==> config.mk <==
export PLATFORM = sky130hd
export DESIGN_NAME = pixel_stream_tx
export DESIGN_NICKNAME = d
export VERILOG_FILES = /design/src/rtl/pixel_stream_tx_pkg.sv /design/src/rtl/pixel_fifo.sv /design/src/rtl/pixel_stream_tx.sv
export SDC_FILE = /design/constraint.sdc
export NUM_CORES = 1
export LEC_CHECK = 0
export CELL_PAD_IN_SITES_DETAIL_PLACEMENT = 1
export CELL_PAD_IN_SITES_GLOBAL_PLACEMENT = 1
export CORE_MARGIN = 2
export CORE_UTILIZATION = 51
export CTS_BUF_LIST = sky130_fd_sc_hd__clkbuf_16
export CTS_CLUSTER_DIAMETER = 80
export DETAILED_ROUTE_END_ITERATION = 8
export PLACE_DENSITY_LB_ADDON = 0.1
export RECOVER_POWER = 50
export REMOVE_ABC_BUFFERS = 1
export SKIP_LAST_GASP = 1
export SLEW_MARGIN = 20
export SYNTH_ARGS = -nofsm -noshare
export SYNTH_HDL_FRONTEND = slang
export SYNTH_SLANG_ARGS = --single-unit
==> constraint.sdc <==
create_clock -name clk -period 4.8 [get_ports clk]
set_input_delay 0.96 -clock clk [delete_from_list [all_inputs] [get_ports clk]]
set_output_delay 0.96 -clock clk [all_outputs]
set_load 0.02 [all_outputs]
==> src/rtl/pixel_stream_tx_pkg.sv <==
// Shared definitions for the pixel transmitter and the processing stage it feeds:
// controller state encoding, default image geometry and small decode helpers.
package pixel_stream_tx_pkg;

   typedef enum logic [1:0] {
      ST_IDLE = 2'd0,
      ST_ARM  = 2'd1,
      ST_SEND = 2'd2,
      ST_TAIL = 2'd3
   } tx_state_t;

   localparam int DEF_IMG_WIDTH   = 32;
   localparam int DEF_IMG_HEIGHT  = 32;
   localparam int DEF_FIFO_DEPTH  = 64;
   localparam int DEF_TAIL_CYCLES = 4;
   localparam int PIX_W           = 8;

   // The downstream stage is enabled whenever the controller has left IDLE.
   function automatic logic stage_enabled(input tx_state_t s);
      return (s != ST_IDLE);
   endfunction

endpackage

==> src/rtl/pixel_fifo.sv <==
// Synchronous pixel FIFO with a first-word-fall-through head, full/empty flags,
// a synchronous flush and a drop indication for pushes refused while full.
module pixel_fifo #(
   parameter int DEPTH = 64,
   parameter int DW    = 8
) (
   input  logic          clk,
   input  logic          rstn,
   input  logic          i_flush,
   input  logic          i_wr_en,
   input  logic [DW-1:0] i_wr_data,
   input  logic          i_rd_en,
   output logic [DW-1:0] o_rd_data,
   output logic          o_full,
   output logic          o_empty,
   output logic          o_drop
);

   localparam int AW = $clog2(DEPTH);

   logic [AW:0]   r_wr_ptr;
   logic [AW:0]   r_rd_ptr;
   logic [DW-1:0] r_mem [DEPTH];
   logic          w_empty;
   logic          w_full;
   logic          w_pop;
   logic          w_push;

   // Flags and handshakes; a pop frees a slot in the same cycle so a push at full still lands.
   always_comb begin
      w_empty   = (r_wr_ptr == r_rd_ptr);
      w_full    = (r_wr_ptr[AW] != r_rd_ptr[AW]) &&
                  (r_wr_ptr[AW-1:0] == r_rd_ptr[AW-1:0]);
      w_pop     = i_rd_en && !w_empty;
      w_push    = i_wr_en && (!w_full || w_pop);
      o_drop    = i_wr_en && !w_push;
      o_full    = w_full;
      o_empty   = w_empty;
      o_rd_data = r_mem[r_rd_ptr[AW-1:0]];
   end

   // Read and write pointers; flush empties the FIFO and discards a same-cycle push.
   always_ff @(posedge clk or negedge rstn) begin
      if (!rstn) begin
         r_wr_ptr <= '0;
         r_rd_ptr <= '0;
      end else if (i_flush) begin
         r_wr_ptr <= '0;
         r_rd_ptr <= '0;
      end else begin
         if (w_push) begin
            r_wr_ptr <= r_wr_ptr + (AW+1)'(1);
         end
         if (w_pop) begin
            r_rd_ptr <= r_rd_ptr + (AW+1)'(1);
         end
      end
   end

   // Storage array.
   always_ff @(posedge clk) begin
      if (w_push && !i_flush) begin
         r_mem[r_wr_ptr[AW-1:0]] <= i_wr_data;
      end
   end

endmodule

==> src/rtl/pixel_stream_tx.sv <==
// Frame-oriented pixel transmitter: buffers host pixels in a FIFO and streams one
// frame per go request over a valid/ready link, enabling the processing stage around it.
module pixel_stream_tx
   import pixel_stream_tx_pkg::*;
#(
   parameter int IMG_WIDTH   = DEF_IMG_WIDTH,
   parameter int IMG_HEIGHT  = DEF_IMG_HEIGHT,
   parameter int FIFO_DEPTH  = DEF_FIFO_DEPTH,
   parameter int TAIL_CYCLES = DEF_TAIL_CYCLES
) (
   input  logic                          clk,
   input  logic                          rstn,
   input  logic                          wr_en,
   input  logic [7:0]                    wr_data,
   output logic                          wr_full,
   output logic                          overflow,
   input  logic                          go,
   input  logic                          abort,
   output logic                          busy,
   output logic                          frame_done,
   output logic [7:0]                    pixel_out,
   output logic                          VALID_OUT,
   input  logic                          READY_IN,
   output logic                          start,
   output logic [$clog2(IMG_WIDTH)-1:0]  col,
   output logic [$clog2(IMG_HEIGHT)-1:0] row
);

   localparam int CW = $clog2(IMG_WIDTH);
   localparam int RW = $clog2(IMG_HEIGHT);
   localparam int TW = $clog2(TAIL_CYCLES + 1);
   localparam logic [CW-1:0] COL_LAST  = CW'(IMG_WIDTH - 1);
   localparam logic [RW-1:0] ROW_LAST  = RW'(IMG_HEIGHT - 1);
   localparam logic [TW-1:0] TAIL_LAST = TW'(TAIL_CYCLES - 1);

   tx_state_t     r_state;
   tx_state_t     w_next_state;
   logic          r_valid;
   logic [7:0]    r_pix;
   logic [CW-1:0] r_col;
   logic [RW-1:0] r_row;
   logic [TW-1:0] r_tail_cnt;
   logic          r_start;
   logic          r_busy;
   logic          r_frame_done;
   logic          r_overflow;

   logic          w_xfer;
   logic          w_at_last;
   logic          w_last_xfer;
   logic          w_load_window;
   logic          w_pop;
   logic          w_fifo_empty;
   logic          w_fifo_full;
   logic          w_fifo_drop;
   logic [7:0]    w_fifo_head;
   logic          w_start_d;
   logic          w_busy_d;
   logic          w_frame_done_d;

   pixel_fifo #(
      .DEPTH (FIFO_DEPTH),
      .DW    (8)
   ) u_fifo (
      .clk       (clk),
      .rstn      (rstn),
      .i_flush   (abort),
      .i_wr_en   (wr_en),
      .i_wr_data (wr_data),
      .i_rd_en   (w_pop),
      .o_rd_data (w_fifo_head),
      .o_full    (w_fifo_full),
      .o_empty   (w_fifo_empty),
      .o_drop    (w_fifo_drop)
   );

   // Handshake decode. Loading already happens on the ARM->SEND edge so the first beat
   // is valid one cycle after start; once the last beat of the frame sits in the output
   // register no further pixel is taken from the FIFO.
   always_comb begin
      w_xfer        = r_valid && READY_IN;
      w_at_last     = (r_col == COL_LAST) && (r_row == ROW_LAST);
      w_last_xfer   = (r_state == ST_SEND) && w_xfer && w_at_last;
      w_load_window = (r_state == ST_ARM) ||
                      ((r_state == ST_SEND) && !(r_valid && w_at_last));
      w_pop         = !abort && w_load_window && !w_fifo_empty && (!r_valid || READY_IN);
   end

   // State register plus the registered control outputs derived from the next state.
   always_ff @(posedge clk or negedge rstn) begin
      if (!rstn) begin
         r_state      <= ST_IDLE;
         r_start      <= 1'b0;
         r_busy       <= 1'b0;
         r_frame_done <= 1'b0;
      end else begin
         r_state      <= w_next_state;
         r_start      <= w_start_d;
         r_busy       <= w_busy_d;
         r_frame_done <= w_frame_done_d;
      end
   end

   // Next-state logic; abort wins over go and over a completing frame.
   always_comb begin
      w_next_state = r_state;
      if (abort) begin
         w_next_state = ST_IDLE;
      end else begin
         case (r_state)
            ST_IDLE: begin
               if (go) begin
                  w_next_state = ST_ARM;
               end else begin
                  w_next_state = ST_IDLE;
               end
            end
            ST_ARM: begin
               w_next_state = ST_SEND;
            end
            ST_SEND: begin
               if (w_last_xfer) begin
                  w_next_state = ST_TAIL;
               end else begin
                  w_next_state = ST_SEND;
               end
            end
            ST_TAIL: begin
               if (r_tail_cnt == TAIL_LAST) begin
                  w_next_state = ST_IDLE;
               end else begin
                  w_next_state = ST_TAIL;
               end
            end
            default: begin
               w_next_state = ST_IDLE;
            end
         endcase
      end
   end

   // Output decode, computed one cycle ahead so the control outputs come from flops.
   always_comb begin
      w_start_d      = stage_enabled(w_next_state);
      w_busy_d       = (w_next_state != ST_IDLE);
      w_frame_done_d = w_last_xfer && !abort;
   end

   // Output pixel register: holds its beat until accepted, reloads straight from the FIFO head.
   always_ff @(posedge clk or negedge rstn) begin
      if (!rstn) begin
         r_valid <= 1'b0;
         r_pix   <= 8'd0;
      end else if (abort) begin
         r_valid <= 1'b0;
      end else if (w_pop) begin
         r_valid <= 1'b1;
         r_pix   <= w_fifo_head;
      end else if (w_xfer) begin
         r_valid <= 1'b0;
      end else begin
         r_valid <= r_valid;
      end
   end

   // Raster position of the next pixel to be transferred.
   always_ff @(posedge clk or negedge rstn) begin
      if (!rstn) begin
         r_col <= '0;
         r_row <= '0;
      end else if (abort) begin
         r_col <= '0;
         r_row <= '0;
      end else if (w_xfer) begin
         if (r_col == COL_LAST) begin
            r_col <= '0;
            r_row <= (r_row == ROW_LAST) ? '0 : r_row + RW'(1);
         end else begin
            r_col <= r_col + CW'(1);
         end
      end
   end

   // Tail hold counter and sticky overflow flag.
   always_ff @(posedge clk or negedge rstn) begin
      if (!rstn) begin
         r_tail_cnt <= '0;
         r_overflow <= 1'b0;
      end else begin
         r_tail_cnt <= (r_state == ST_TAIL) ? r_tail_cnt + TW'(1) : '0;
         r_overflow <= r_overflow | w_fifo_drop;
      end
   end

   assign wr_full    = w_fifo_full;
   assign overflow   = r_overflow;
   assign busy       = r_busy;
   assign frame_done = r_frame_done;
   assign pixel_out  = r_pix;
   assign VALID_OUT  = r_valid;
   assign start      = r_start;
   assign col        = r_col;
   assign row        = r_row;

endmodule

---- Word-level counts from Yosys, hierarchy flattened ----
Memory sizes are Yosys's and may differ from the RTL's. A register that Yosys moved wholly into a read port is not among the register bits.
Cells that the tools add are included.
word-level totals
  word-level logic and storage cells ...... 83
  memories ................................ 1
  register bits ........................... 33
  memory bits (writable) .................. 512
memories
  memory        words  width  rd ports  clocked after memory_dff  wr ports  RTL line          text
  u_fifo.r_mem  64     8      1         1                         1         pixel_fifo.sv:23  logic [DW-1:0] r_mem [DEPTH];
cells by class
  bitwise operators ....................... 2
  reduce and logical (&&, ||, !) cells .... 34
  add/subtract/negate cells ............... 5
  equal/unequal tests ..................... 9
  muxes and demuxes ....................... 22
operators with widths
  cell                   count
  $mux W5                7
  $mux W7                4
  $logic_and A1 B1 Y1    15
  $add A7 B1 Y7 const B  2
  $add A5 B1 Y5 const B  2
  $eq A5 B5 Y1 const B   2
  $reduce_bool A2 Y1     5
  $pmux W2 S4            1
  $eq A7 B7 Y1           1
  $logic_not A1 Y1       7
  $mux W1                7
  $eq A6 B6 Y1           1
  $eq A2 B2 Y1 const B   2
  $mux W2                2
  $reduce_and A2 Y1      2
  $add A3 B1 Y3 const B  1
  $eq A3 B2 Y1 const B   1
  $logic_or A1 B1 Y1     3
  $mux W3                1
  $reduce_bool A3 Y1     1
  $eq A2 B1 Y1 const B   1
  $logic_not A2 Y1       1
  $ne A1 B1 Y1           1
  $not A1 Y1             1
  $or A1 B1 Y1           1

---- Depth between registers and ports, before layout ----
  depth in word-level cells ............... 15
  mapped depth ............................ 10

---- Cells and area by module ----
From an unflattened synthesis, not the netlist that was laid out.
second synthesis, totals
  cell total of the unflattened synthesis .. 1124
  area total of the unflattened synthesis .. 21830.9 um^2
by module, submodules not included
  module           cells an instance  times used  area an instance (um^2)
  pixel_fifo       1013               1           20591.0
  pixel_stream_tx  111                1           1239.9

---- Worst setup path after synthesis ----
No wires, ideal clock.
  kind .................................... register to register
  start point ............................. reg r_col[0], in the netlist col[0]
  end point ............................... mem u_fifo.r_mem[58][0], enable pin
  data arrival time ....................... 2.486 ns
  setup slack ............................. 1.943 ns
  path buffers ............................ 0
  clock period less this slack ............ 2.857 ns
  library setup time ...................... 0.371 ns
  stages on the path, launching flop included .. 9
  path through ............................ dfrtp_1 -> ha_1 -> and3_1 -> ha_1 -> nand3b_1 -> a21boi_0 -> o2111ai_2 -> nand3_1 -> nor2_1
between the ends
  cells in the longest elaborated chain, start to end .. 15
RTL lines
  item                               RTL line                text
  start: declaration                 pixel_stream_tx.sv:40   logic [CW-1:0] r_col;
  start signal: assignment           pixel_stream_tx.sv:179  r_col <= r_col + CW'(1);
  $eq A5 B5 Y1                       pixel_stream_tx.sv:82   w_at_last = (r_col == COL_LAST) && (r_row == ROW_LAST);
  $logic_and A1 B1 Y1                pixel_stream_tx.sv:82
  $logic_and A1 B1 Y1                pixel_stream_tx.sv:85   ((r_state == ST_SEND) && !(r_valid && w_at_last));
  $logic_not A1 Y1                   pixel_stream_tx.sv:85
  $logic_and A1 B1 Y1                pixel_stream_tx.sv:85
  $logic_or A1 B1 Y1                 pixel_stream_tx.sv:84   w_load_window = (r_state == ST_ARM) ||
  $logic_and A1 B1 Y1 (3 in series)  pixel_stream_tx.sv:86   w_pop = !abort && w_load_window && !w_fifo_empty && (!r_valid || READY_IN);
  $logic_and A1 B1 Y1                pixel_fifo.sv:34        w_pop = i_rd_en && !w_empty;
  $logic_or A1 B1 Y1                 pixel_fifo.sv:35        w_push = i_wr_en && (!w_full || w_pop);
  $logic_and A1 B1 Y1                pixel_fifo.sv:35
  $logic_and A1 B1 Y1                pixel_fifo.sv:62        if (w_push && !i_flush) begin
  $mux W1                            pixel_fifo.sv:62
  $mux W1 (not written as such)      pixel_fifo.sv:63        r_mem[r_wr_ptr[AW-1:0]] <= i_wr_data;
  end: declaration                   pixel_fifo.sv:23
Every way passes these cells.

---- Final worst setup path ----
  start point ............................. reg r_col[0], in the netlist col[0]
  end point ............................... mem u_fifo.r_mem[47][6], enable pin
The elaborated chain is that of the path after synthesis.

==> flow_metrics.py <==
metrics = {
    "die": {
        "fp.dieArea_um2": 44860,
        "ios": 38,
        "initial_core_util_pct": 51.35,
        "die_w_um": 211.8,
        "num_rows": 76,
        "coreArea_um2": 42890,
        "die_h_um": 211.8,
    },
    "cells_and_area": {
        "drive_above_1_share_pct": 18.90,
        "n_antenna_cell": 0,
        "num-nets-final": 1231,
        "area_delta_synth_final_pct": 12.45,
    },
    "sta": {
        "worst_pin_slew_ns": 3.395,
        "final_max_slew_viol_count": 539,
        "period_share_pct": 84.31,
        "setup_viol": 0,
        "tns_ns": 0,
        "min_period_ns": 4.047,
        "max_slew_margin_pct": -126.4,
        "fmax_mhz": 247.1,
        "fin_skew_ns": 0.01533,
        "rsz0062_at_grt": "no",
        "finalHoldViolCount": 0,
    },
    "synth": {
        "yosys_warnings": 0,
        "synthFlopType": "edfxtp_1",
        "async_flop_share_pct": 7.414,
        "syn_area_per_cell_um2": 19.18,
        "synth_cell_types": 63,
        "netlist_instances": 1148,
        "yosys_register_bits": 553,
        "syn_area_um2": 22020,
        "synth_edf_count": 512,
        "ys_seq_area_share_pct": 74.47,
    },
    "detailed_routing": {
        "num_vias": 11314,
        "first_pass_iters": 6,
        "wl_per_cell_um": 29.07,
        "wirelength_um": 53460,
        "drc": 0,
        "drtIter0Drc": 1084,
        "ant_nets": 0,
        "vias_per_cell": 6.152,
    },
    "clocking": {
        "cts_resized": 0,
        "clkSinkCount": 553,
        "clock_path_buffers": 3,
        "post_cts_buffers": 0,
        "ctsHoldBuffers": 0,
        "cts_buffers": 54,
        "path_clk_slew_ns": 0.06,
        "clkLatencyLatePin_ns": 0.61,
        "cts_root_buffer": "clkbuf_16",
        "cts_tree": "built",
        "cts_max_level": 2,
    },
    "global_route": {
        "antenna_found_initial": 0,
        "overflow": 0,
        "grtUsageTotal_pct": 24.89,
        "grt_pass1_wl_um": 79690,
        "grt_max_degree": 78,
        "grt_pass1_vias": 11867,
    },
    "pwr": {
        "switchingPower_mw": 2.153,
        "total_power_mw": 10.16,
        "power_frac_seq_pct": 52.8,
        "pwr-share-clk_pct": 42.6,
        "swShare_pct": 21.18,
        "internal-power_mw": 8.010,
        "p_leak_nw": 7.766,
        "power_frac_comb_pct": 4.5,
        "worst_ir_drop_vdd_mv": 0.3120,
        "cellPowerDensity_nw_per_um2": 410.4,
    },
    "setup_path": {
        "endpoint_kind": "register",
        "cp-start-kind": "register",
        "cp_max_fo": 9,
        "critical_path_arrival_ns": 4.27,
        "criticalPathCategory": "register to register",
        "critical_path_required_ns": 5.03,
    },
    "hold_path": {
        "min_path_type": "register to register",
    },
    "placement": {
        "gp_congestion": 0.7931,
        "portBuffers": 37,
        "hpwl_um": 32750,
    },
    "flow_run": {
        "max_cap_violations": 11,
    },
    "outcome": {
        "status": "finished, violations left",
        "violations": "capacitance limit, slew limit",
    },
}
## logic make-up (layout without fill, tap and decap cells)
kind of cell / count (synthesis) / count (layout) / share of synthesized area, %
xor+xnor: 9 / 9 / 0.3579
fa+ha+maj: 8 / 8 / 0.4545
buf+inv: 70 / 176 / 1.750
flops: 553 / 553 / 74.47
simple gates: 228 / 228 / 5.016
mux: 160 / 160 / 14.00
compound gates: 120 / 120 / 3.954
## power groups by stage
| stage | combinational (mW) | sequential, mW | clock, mW |
|---|---|---|---|
| 3_3_place_gp | 0.463 | 5.46 | 0 |
| 5_1_grt | 0.491 | 5.37 | 4.57 |
| 4_1_cts | 0.470 | 5.36 | 4.40 |
| 2_1_floorplan | 0.160 | 5.51 | 0 |
| 6_report | 0.459 | 5.37 | 4.33 |
| 3_5_place_dp | 0.468 | 5.46 | 0 |
## layer usage
| layer | part of all wire [%] | vias up | global-route usage (%) |
|---|---|---|---|
| met3 | 5.1 | 87 | 3.738 |
| met1 | 44 | 6027 | 36.28 |
| li1 | - | 4836 | - |
| met5 | 0 | - | 0 |
| met2 | 47 | 364 | 38.41 |
| met4 | 3.4 | 0 | 9.543 |
## layout by cell type, fill, tap and decap left out, types with 5 or more instances in the layout
cell type,netlist,routed
a2111oi_0,7,7
a211oi_1,6,5
a21oi_1,26,26
a221oi_1,10,10
a22o_1,8,8
a22oi_1,7,7
a31oi_1,6,6
a41oi_1,6,6
and3_1,9,9
buf_2,20,5
buf_4,14,18
bufinv_16,0,8
clkbuf_1,16,13
clkbuf_16,0,55
clkdlybuf4s50_1,0,27
clkinv_1,0,10
clkinv_2,0,14
dfrtp_1,41,38
edfxtp_1,512,512
ha_1,8,8
inv_1,8,16
mux2_2,14,14
mux2i_1,32,32
mux4_1,10,10
mux4_2,104,104
nand2_1,27,27
nand3_1,26,26
nor2_1,104,104
nor2b_1,13,13
nor3_1,11,11
o21ai_0,9,9
o22ai_1,9,9
o31ai_1,5,5
or4_1,7,7
xor2_1,7,7
## flip-flops by register name, summed over array words and instances (netlist names)
signal           cells
u_fifo.r_mem       512
pixel_out            8
u_fifo.r_rd_ptr      7
u_fifo.r_wr_ptr      7
col                  5
row                  5
r_tail_cnt           3
r_state              2
VALID_OUT            1
busy                 1
frame_done           1
overflow             1
## final cells by class
cell class,count,area (um^2)
multi-input cells,525,5243
fillers,3718,18120
repair buffers,66,529.3
clock buffers,55,1376
clock inverters,46,439.2
flip-flops and latches,553,16410
inverters,9,33.78
well taps,585,732.0
## per-stage QoR
step	cell area (um^2)	hold WS (ns)	setup slack, ns	std cells	utilization, %
3_5_place_dp	22990	0.4370	0.4455	1738	53.60
4_1_cts	24800	0.4452	0.7759	1839	57.84
2_1_floorplan	21670	0.4099	-1.099	1087	-
3_3_place_gp	22990	0.4221	0.4631	1738	53.60
5_1_grt	24770	0.4646	0.4357	1839	57.75
6_report	24770	0.4393	0.7530	1839	57.75
## cell usage after synthesis, drive strengths merged, types with 3 or more instances
| master | number | area share (%) |
|---|---|---|
| o22ai | 9 | 0.26 |
| and3 | 9 | 0.26 |
| nor4 | 5 | 0.21 |
| mux2i | 32 | 1.5 |
| mux2 | 14 | 0.72 |
| buf | 45 | 1.3 |
| nor2 | 104 | 1.8 |
| a22o | 8 | 0.32 |
| a31oi | 6 | 0.17 |
| a41oi | 6 | 0.24 |
| or3 | 3 | 0.085 |
| a2111oi | 8 | 0.35 |
| nand3 | 26 | 0.59 |
| a22oi | 7 | 0.24 |
| a21o | 3 | 0.10 |
| a21oi | 26 | 0.59 |
| edfxtp | 512 | 70 |
| o31ai | 5 | 0.17 |
| a211o | 4 | 0.16 |
| ha | 8 | 0.45 |
| a221oi | 10 | 0.40 |
| nor2b | 13 | 0.37 |
| clkbuf | 16 | 0.27 |
| nor3 | 11 | 0.25 |
| inv | 9 | 0.15 |
| or4 | 7 | 0.24 |
| o2111ai | 3 | 0.15 |
| nand2 | 27 | 0.46 |
| xor2 | 7 | 0.28 |
| nand2b | 4 | 0.11 |
| o21ai | 9 | 0.20 |
| dfrtp | 41 | 4.7 |
| nand3b | 4 | 0.14 |
| mux4 | 114 | 12 |
| and2 | 4 | 0.11 |
| a211oi | 6 | 0.20 |
## critical path, stage by stage, from the launching register on
cell and delay [ns]:
dfrtp_1 0.44, ha_1 0.25, and3_1 0.19, ha_1 0.25
nand3b_1 0.13, a21boi_0 0.25, o2111ai_2 0.48, nand3_1 0.80
nor2_1 0.88
## path summary, 6_finish.rpt
kind                               start  slack (ns)  depth (start not counted)                  end
setup / recovery                  col[0]        0.75                          8  u_fifo.r_mem[47][6]
hold / removal             r_tail_cnt[0]        0.44                          1        r_tail_cnt[0]
setup reg to reg                  col[0]        0.75                          8  u_fifo.r_mem[47][6]
hold reg to reg            r_tail_cnt[0]        0.44                          1        r_tail_cnt[0]
max in group asynchronous           rstn        1.99                          1   u_fifo.r_rd_ptr[1]
min in group asynchronous           rstn        1.10                          1               col[2]
(Power assumes the default switching activity.)
